--- src/rtl/param_chan_fifo_pkg.sv ---
// Shared types, legality limits and width helpers for the multi-channel FIFO.
// Imported by both the per-channel FIFO and the arbitrating top.
package param_chan_fifo_pkg;

   localparam int DEF_BITSA = 7;
   typedef logic [DEF_BITSA:0] payload_t;

   localparam int NCHAN_MIN = 2;
   localparam int NCHAN_MAX = 16;
   localparam int DEPTH_MIN = 2;

   function automatic int ptr_w(input int depth);
      return (depth > 1) ? $clog2(depth) : 1;
   endfunction

   function automatic int cnt_w(input int depth);
      return $clog2(depth + 1);
   endfunction

   function automatic int chan_w(input int nchan);
      return (nchan > 1) ? $clog2(nchan) : 1;
   endfunction

endpackage

--- src/rtl/param_chan_fifo_ch.sv ---
// Single-channel FIFO: power-of-two depth, natural pointer wrap, unreset storage.
// The caller guarantees no push when full and no pop when empty.
module param_chan_fifo_ch
   import param_chan_fifo_pkg::*;
#(
   parameter int  DEPTH  = 4,
   parameter type DATA_t = payload_t
) (
   input  logic                    clk,
   input  logic                    rst_n,
   input  logic                    push_i,
   input  logic                    pop_i,
   input  DATA_t                   data_i,
   output DATA_t                   head_o,
   output logic [cnt_w(DEPTH)-1:0] fill_o
);

   localparam int PW = ptr_w(DEPTH);
   localparam int CW = cnt_w(DEPTH);

   logic [PW-1:0] wr_ptr_q, wr_ptr_d;
   logic [PW-1:0] rd_ptr_q, rd_ptr_d;
   logic [CW-1:0] cnt_q, cnt_d;
   DATA_t         mem_q [DEPTH];

   always_comb begin
      wr_ptr_d = wr_ptr_q;
      rd_ptr_d = rd_ptr_q;
      cnt_d    = cnt_q;
      if (push_i) wr_ptr_d = wr_ptr_q + PW'(1);
      if (pop_i)  rd_ptr_d = rd_ptr_q + PW'(1);
      if (push_i && !pop_i)      cnt_d = cnt_q + CW'(1);
      else if (!push_i && pop_i) cnt_d = cnt_q - CW'(1);
   end

   always_ff @(posedge clk or negedge rst_n) begin
      if (!rst_n) begin
         wr_ptr_q <= '0;
         rd_ptr_q <= '0;
         cnt_q    <= '0;
      end else begin
         wr_ptr_q <= wr_ptr_d;
         rd_ptr_q <= rd_ptr_d;
         cnt_q    <= cnt_d;
      end
   end

   // Storage carries no reset; fill gates whether the head is meaningful.
   always_ff @(posedge clk) begin
      if (push_i) mem_q[wr_ptr_q] <= data_i;
   end

   assign head_o = mem_q[rd_ptr_q];
   assign fill_o = cnt_q;

endmodule

--- src/rtl/param_chan_fifo.sv ---
// NCHAN independent FIFOs merged onto one output by a round-robin arbiter
// whose grant is held while the downstream stalls.
module param_chan_fifo
   import param_chan_fifo_pkg::*;
#(
   parameter int  NCHAN  = 4,
   parameter int  DEPTH  = 4,
   parameter int  BITSA  = 7,
   parameter type DATA_t = logic [BITSA:0]
) (
   input  logic                    clk,
   input  logic                    rst_n,
   input  logic [NCHAN-1:0]        in_valid,
   output logic [NCHAN-1:0]        in_ready,
   input  DATA_t                   in_data [NCHAN],
   output logic                    out_valid,
   input  logic                    out_ready,
   output DATA_t                   out_data,
   output logic [chan_w(NCHAN)-1:0] out_chan,
   output logic [cnt_w(DEPTH)-1:0] fill [NCHAN]
);

   localparam int CHW = chan_w(NCHAN);
   localparam int CW  = cnt_w(DEPTH);

   logic             alive_q;
   logic             lock_q, lock_d;
   logic [CHW-1:0]   lock_chan_q, lock_chan_d;
   logic [CHW-1:0]   rr_ptr_q, rr_ptr_d;
   logic [CHW-1:0]   arb_chan;
   logic [NCHAN-1:0] nonempty;
   logic [NCHAN-1:0] push;
   logic [NCHAN-1:0] pop;
   logic             pop_fire;
   DATA_t            head [NCHAN];

   // alive_q keeps in_ready low until the first edge after reset release.
   for (genvar i = 0; i < NCHAN; i++) begin : g_ch
      assign nonempty[i] = (fill[i] != '0);
      assign in_ready[i] = alive_q && (fill[i] < CW'(DEPTH));
      assign push[i]     = in_valid[i] && in_ready[i];
      assign pop[i]      = pop_fire && (out_chan == CHW'(i));

      param_chan_fifo_ch #(
         .DEPTH  (DEPTH),
         .DATA_t (DATA_t)
      ) u_ch (
         .clk    (clk),
         .rst_n  (rst_n),
         .push_i (push[i]),
         .pop_i  (pop[i]),
         .data_i (in_data[i]),
         .head_o (head[i]),
         .fill_o (fill[i])
      );
   end

   // Scan downwards so the lowest offset from rr_ptr is the last to win.
   always_comb begin
      int             idx;
      logic [CHW-1:0] sel;
      idx      = 0;
      sel      = '0;
      arb_chan = rr_ptr_q;
      for (int k = NCHAN - 1; k >= 0; k--) begin
         idx = int'(rr_ptr_q) + k;
         if (idx >= NCHAN) idx = idx - NCHAN;
         sel = CHW'(idx);
         if (nonempty[sel]) arb_chan = sel;
      end
   end

   assign out_valid = |nonempty;
   assign out_chan  = lock_q ? lock_chan_q : arb_chan;
   assign out_data  = head[out_chan];
   assign pop_fire  = out_valid && out_ready;

   always_comb begin
      rr_ptr_d    = rr_ptr_q;
      lock_d      = out_valid && !out_ready;
      lock_chan_d = out_chan;
      if (pop_fire) begin
         rr_ptr_d = (out_chan == CHW'(NCHAN - 1)) ? '0 : out_chan + CHW'(1);
      end
   end

   always_ff @(posedge clk or negedge rst_n) begin
      if (!rst_n) begin
         alive_q     <= 1'b0;
         lock_q      <= 1'b0;
         lock_chan_q <= '0;
         rr_ptr_q    <= '0;
      end else begin
         alive_q     <= 1'b1;
         lock_q      <= lock_d;
         lock_chan_q <= lock_chan_d;
         rr_ptr_q    <= rr_ptr_d;
      end
   end

endmodule

--- config.mk ---
export PLATFORM = sky130hd
export DESIGN_NAME = param_chan_fifo
export DESIGN_NICKNAME = d
export VERILOG_FILES = /design/src/rtl/param_chan_fifo_pkg.sv /design/src/rtl/param_chan_fifo_ch.sv /design/src/rtl/param_chan_fifo.sv
export SDC_FILE = /design/constraint.sdc
export NUM_CORES = 1
export LEC_CHECK = 0
export CAP_MARGIN = 20
export CELL_PAD_IN_SITES_DETAIL_PLACEMENT = 1
export CELL_PAD_IN_SITES_GLOBAL_PLACEMENT = 1
export CORE_MARGIN = 5
export CORE_UTILIZATION = 51
export CTS_BUF_LIST = sky130_fd_sc_hd__clkbuf_4
export DETAILED_ROUTE_END_ITERATION = 10
export PLACE_DENSITY_LB_ADDON = 0.1
export SYNTH_ARGS = -nofsm -noshare
export SYNTH_HDL_FRONTEND = slang
export SYNTH_SLANG_ARGS = --single-unit
--- constraint.sdc ---
create_clock -name clk -period 4.1 [get_ports clk]
set_input_delay 0.82 -clock clk [delete_from_list [all_inputs] [get_ports clk]]
set_output_delay 0.82 -clock clk [all_outputs]
set_load 0.05 [all_outputs]
=== Word-level counts from Yosys, hierarchy flattened ===
Memory sizes are Yosys's and may differ from the RTL's.
Index checks and enable logic that the tools add are counted.

* ROM bits: 0
* Register bits after elaboration: 34
* Latch bits: 0
* Logic and storage cells: 139
* RAM bits: 128
* Output and inout port bits: 27
* Memories: 4

* $lt $le $gt $ge: 13
* Shifts and indexed selects: 0
* Muxes and demuxes: 37
* $add $sub $neg: 24
* Reductions and logical operators: 41
* Equality and inequality tests: 3
* $mul: 0
* Bitwise gates (word level): 1
* Div/mod/pow operators: 0

{| class="wikitable"
|+ Memory list
! memory !! depth !! bits a word !! read ports !! clocked after Yosys merged registers in !! wr ports !! RTL line !! text
|-
| g_ch[0].u_ch.mem_q || 4 || 8 || 1 || 0 || 1 || param_chan_fifo_ch.sv:24 || <nowiki>DATA_t mem_q [DEPTH];</nowiki>
|-
| g_ch[1].u_ch.mem_q || 4 || 8 || 1 || 0 || 1 || param_chan_fifo_ch.sv:24 ||
|-
| g_ch[2].u_ch.mem_q || 4 || 8 || 1 || 0 || 1 || param_chan_fifo_ch.sv:24 ||
|-
| g_ch[3].u_ch.mem_q || 4 || 8 || 1 || 0 || 1 || param_chan_fifo_ch.sv:24 ||
|}

{| class="wikitable"
|+ Operators with widths
! kind !! number
|-
| $mux 3 || 8
|-
| $logic_and 1x1->1 || 22
|-
| $mux 2 || 10
|-
| $add 2x1->2 const B || 9
|-
| $bmux 8 s2 || 1
|-
| $mux 8 || 2
|-
| $add 3x1->3 const B || 4
|-
| $ge 3x3->1 const B || 4
|-
| $lt 2x3->1 const B || 4
|-
| $lt 3x3->1 const B || 4
|-
| $mux 1 || 12
|-
| $reduce_bool 3->1 || 4
|-
| $sub 3x1->3 const B || 4
|-
| $logic_not 1->1 || 9
|-
| $bmux 1 s2 || 4
|-
| $reduce_bool 2->1 || 4
|-
| $sub 2x1->2 const B || 4
|-
| $add 2x2->3 const B || 2
|-
| $eq 2x2->1 const B || 2
|-
| $reduce_or 4->1 || 1
|-
| $add 2x1->3 const B || 1
|-
| $ge 2x3->1 const B || 1
|-
| $not 2->3 || 1
|-
| $eq 2x1->1 const B || 1
|-
| $logic_not 2->1 || 1
|}

=== Longest topological paths before layout ===
* Word-level depth: 15
* Mapped depth: 14
* Mapped depth without buffers: 13

=== Cells and area by module ===
From an unflattened synthesis, not the netlist that was laid out.

* Cell total of the unflattened synthesis: 411
* Area, all modules: 7030.5 um^2

{| class="wikitable"
|+ Modules (own cells, without submodules)
! module !! seq. area each (um^2) !! cells each !! instances !! area each (um^2)
|-
| param_chan_fifo_ch || 1136.1 || 74 || 4 || 1535.2
|-
| param_chan_fifo || 150.1 || 115 || 1 || 889.6
|}

=== Least setup slack after synthesis ===
Ideal clock, no wire load.

* Kind: reg-to-output
* Start: register g_ch[0].u_ch.cnt_q[2]
* End: output out_data[0] (netlist name)
* Stages on the path, launching flop included: 9
* Arrival: 2.755 ns
* Path buffers: 1
* Path slack: 0.525 ns
* Path through: dfrtp_1 -> nor3_4 -> o22ai_1 -> a2111oi_2 -> a21oi_4 -> inv_2 -> buf_6 -> nand2_1 -> a22oi_1

{| class="wikitable"
|+ RTL lines
! element !! RTL line !! text
|-
| from (decl) || param_chan_fifo_ch.sv:23 || <nowiki>logic [CW-1:0] cnt_q, cnt_d;</nowiki>
|-
| from (signal assigned) || param_chan_fifo_ch.sv:44 || <nowiki>cnt_q <= cnt_d;</nowiki>
|-
| to (decl) || param_chan_fifo.sv:18 || <nowiki>output DATA_t out_data,</nowiki>
|}

==> results.sh <==
export IMPL_synth_top_cells_by_area="edfxtp_1, dfrtp_1, mux4_2"
export IMPL_power_density_nw_per_um2=747.9
export IMPL_drv_cap=0
export IMPL_r2r_slack_ps=740
export IMPL_groute_usage_overall_pct=19.19
export IMPL_startpoint_type="register"
export IMPL_numCtsBuffers=17
export IMPL_rows=42
export IMPL_drtIter0Drc=275
export IMPL_hold_violations=0
export IMPL_rsz0062_at_grt="no"
export IMPL_peakVddDrop_v=0.0005385
export IMPL_critPathCapture="out_data[2]"
export IMPL_r2r_start="g_ch[3].u_ch.fill_o[0]"
export IMPL_relSlewSlack_pct=44.44
export IMPL_final_max_slew_viol_count=0
export IMPL_cts_hold_buf=0
export IMPL_start_util_pct=51.98
export IMPL_die_area_um2=15920
export IMPL_hold_path_class="in2async"
export IMPL_end_kind="primary output"
export IMPL_p_clk_share_pct=17.9
export IMPL_avgSynthCellArea_um2=17.97
export IMPL_synth_cell_types=47
export IMPL_ys_seq_area_share_pct=68.19
export IMPL_clock_path_buffers=2
export IMPL_post_route_drc_count=0
export IMPL_crit_path_start="g_ch[3].u_ch.fill_o[0]"
export IMPL_ant_nets=0
export IMPL_grt_max_degree=35
export IMPL_critPathArrivalTime_ps=3060
export IMPL_status="finished clean"
export IMPL_p_int_mw=3.590
export IMPL_cellLeakagePower_nw=2.884
export IMPL_finalCritPeriodShare_pct=94.63
export IMPL_grt_pass1_wl_um=22930
export IMPL_avgRoutedWirePerCell_um=22.34
export IMPL_finalNonFillerCells=646
export IMPL_cts_tree="yes"
export IMPL_dp_cells=612
export IMPL_yosys_most_used_dff="edfxtp_1"
export IMPL_wl_um=14430
export IMPL_r2r_end="g_ch[3].u_ch.fill_o[2]"
export IMPL_core_um2=13240
export IMPL_worstSetupPathType="reg2out"
export IMPL_area_growth_pct=16.27
export IMPL_drive_gt1_share_pct=19.23
export IMPL_clk_pin_slew_ps=130
export IMPL_syn_inst=383
export IMPL_synth_fp_nets=447
export IMPL_num_io_pins=66
export IMPL_setup_viol=0
export IMPL_grt_pass1_vias=3986
export IMPL_cts_htree_levels=4
export IMPL_fin_skew_ps=15.74
export IMPL_place_congestion=0.7740
export IMPL_crit_fanout=21
export IMPL_nets=519
export IMPL_p_switching_mw=2.396
export IMPL_grt_overflow=0
export IMPL_synth_seq_cells=162
export IMPL_async_reset_ff_share_pct=20.99
export IMPL_reg2reg_depth=14
export IMPL_synth_top_area_share_pct=55.83
export IMPL_setup_tns_ps=0
export IMPL_pwr_share_seq_pct=40.7
export IMPL_clock_sinks=162
export IMPL_grt_antenna_before_repair=1
export IMPL_die_h_um=126.2
export IMPL_synth_top_area_cell="edfxtp_1"
export IMPL_vias_per_cell=5.568
export IMPL_synth_edf_count=128
export IMPL_fmax_ghz=0.2577
export IMPL_pwr_share_comb_pct=41.4
export IMPL_drt_pass1_iter_count=4
export IMPL_cts_setup_buffers=0
export IMPL_vias=3597
export IMPL_tightest_slew_ps=833.3
export IMPL_worst_ep_required_time_ps=3280
export IMPL_io_buffers=65
export IMPL_synth_cell_area_um2=6884
export IMPL_clkLatencyLatePin_ps=550
export IMPL_switching_share_pct=40.02
export IMPL_die_x_um=126.2
export IMPL_yosys_warnings=0
export IMPL_layout_min_cycle_time_ps=3880
export IMPL_cts_root_buffer="clkbuf_4"
export IMPL_dp_hpwl_um=10100
[layer usage]
layer | vias to the layer above | wire (um) | GRT usage, %
met2 | 77 | 7302 | 31.55
met4 | 0 | 231 | 5.868
met1 | 1877 | 6314 | 25.32
li1 | 1626 | - | -
met5 | - | 0 | 0
met3 | 17 | 582 | 5.038
[flip-flops by register name, summed over array words and instances (netlist names)]
register / count
alive_q: 1
rr_ptr_q: 2
lock_q: 1
g_ch.u_ch.mem_q: 128
g_ch.u_ch.rd_ptr_q: 8
g_ch.u_ch.wr_ptr_q: 8
g_ch.u_ch.fill_o: 12
lock_chan_q: 2
[synth_stat cells (6+ instances only)]
cell type  instances
o21ai_0            6
edfxtp_1         128
xnor2_1           14
inv_1             15
dfrtp_1           34
a21oi_1            8
mux4_2            32
nand2_1           17
ha_1              21
a22oi_1            8
xor2_1             9
and3_1            16
mux2i_1            8
buf_1              6
[worst max-delay path, stage by stage, from the launching register on]
cell and delay (ps):
dfrtp_1 490, or4b_1 550, o32ai_2 160, a2111oi_2 90
a21oi_4 150, buf_4 370, mux2i_1 150, a22oi_1 280
buf_4 250
[cells by family after synthesis]
group	Yosys count	synth area share, %
muxes	45	12.45
DFF	162	68.19
adders and majority gates	25	4.980
AOI/OAI and AO/OA	31	3.363
xor gates and xnor gates	24	3.163
buffers and inverters	31	2.036
and+or+nand+nor	64	5.762
other	1	0.05447
[area by class of cell]
type                            instances  area, um^2
Clock inverter                         14       192.7
Fill cell                            1231        5239
Sequential cell                       162        4695
Tap cell                              176       220.2
Clock buffer                           18       135.1
Multi-Input combinational cell        190        2049
Antenna cell                            2       5.005
Timing Repair Buffer                   67       643.1
Inverter                               17       63.81
[per-stage QoR]
| step | hold slack [ps] | instance area, um^2 | util [%] | setup slack, ps | power [mW] |
|---|---|---|---|---|---|
| after floorplan | 524.4 | 6884 | - | 524.7 | 4.191 |
| after global placement | 550.2 | 7669 | 57.91 | 738.9 | 4.895 |
| after detailed placement | 563.2 | 7669 | 57.91 | 725.4 | 4.978 |
| after CTS | 339.6 | 7996 | 60.38 | 74.32 | 6.058 |
| after global routing | 351.8 | 8004 | 60.44 | 57.11 | 6.320 |
| final | 353.2 | 8004 | 60.44 | 220.1 | 5.986 |
[cell usage in the layout (no fill, tap or decap), drive strengths merged, types with 2 or more instances in the layout]
cell	count
clkbuf	18
dfrtp	34
nor2b	5
nor2	5
nor3	5
mux2	5
nand2	17
diode	2
clkdlybuf4s50	55
xnor2	15
a22oi	8
buf	11
a21oi	9
nand3	4
fa	4
mux4	32
and3	16
and2	5
edfxtp	128
bufinv	5
clkinv	8
inv	17
nand4	3
o21ai	7
o32ai	2
mux2i	8
ha	21
xor2	9
[power by group through the flow]
| stage | sequential [mW] | combinational, mW | clock (mW) |
|---|---|---|---|
| after floorplan | 2.45 | 1.74 | 0 |
| after global placement | 2.46 | 2.44 | 0 |
| after detailed placement | 2.48 | 2.49 | 0 |
| after CTS | 2.45 | 2.51 | 1.09 |
| after global routing | 2.50 | 2.65 | 1.18 |
| final | 2.44 | 2.48 | 1.07 |
[timing repair]
action	4_1_cts	5_1_grt
endpoints found under the hold margin	0	0
setup endpoints to repair	0	1
resized for setup	0	1
[worst min-delay path by stage]
| stage | start | to | depth (start not counted) |
|---|---|---|---|
| global route | rst_n | g_ch[0].u_ch.wr_ptr_q[0] | 1 |
| finish | rst_n | lock_chan_q[1] | 1 |
| CTS | rst_n | g_ch[0].u_ch.wr_ptr_q[0] | 1 |
| detailed placement | g_ch[0].u_ch.fill_o[2] | g_ch[0].u_ch.fill_o[2] | 1 |
| floorplan | rst_n | alive_q | 0 |
| global placement | g_ch[1].u_ch.fill_o[2] | g_ch[1].u_ch.fill_o[2] | 1 |
(Power assumes the default switching activity.)
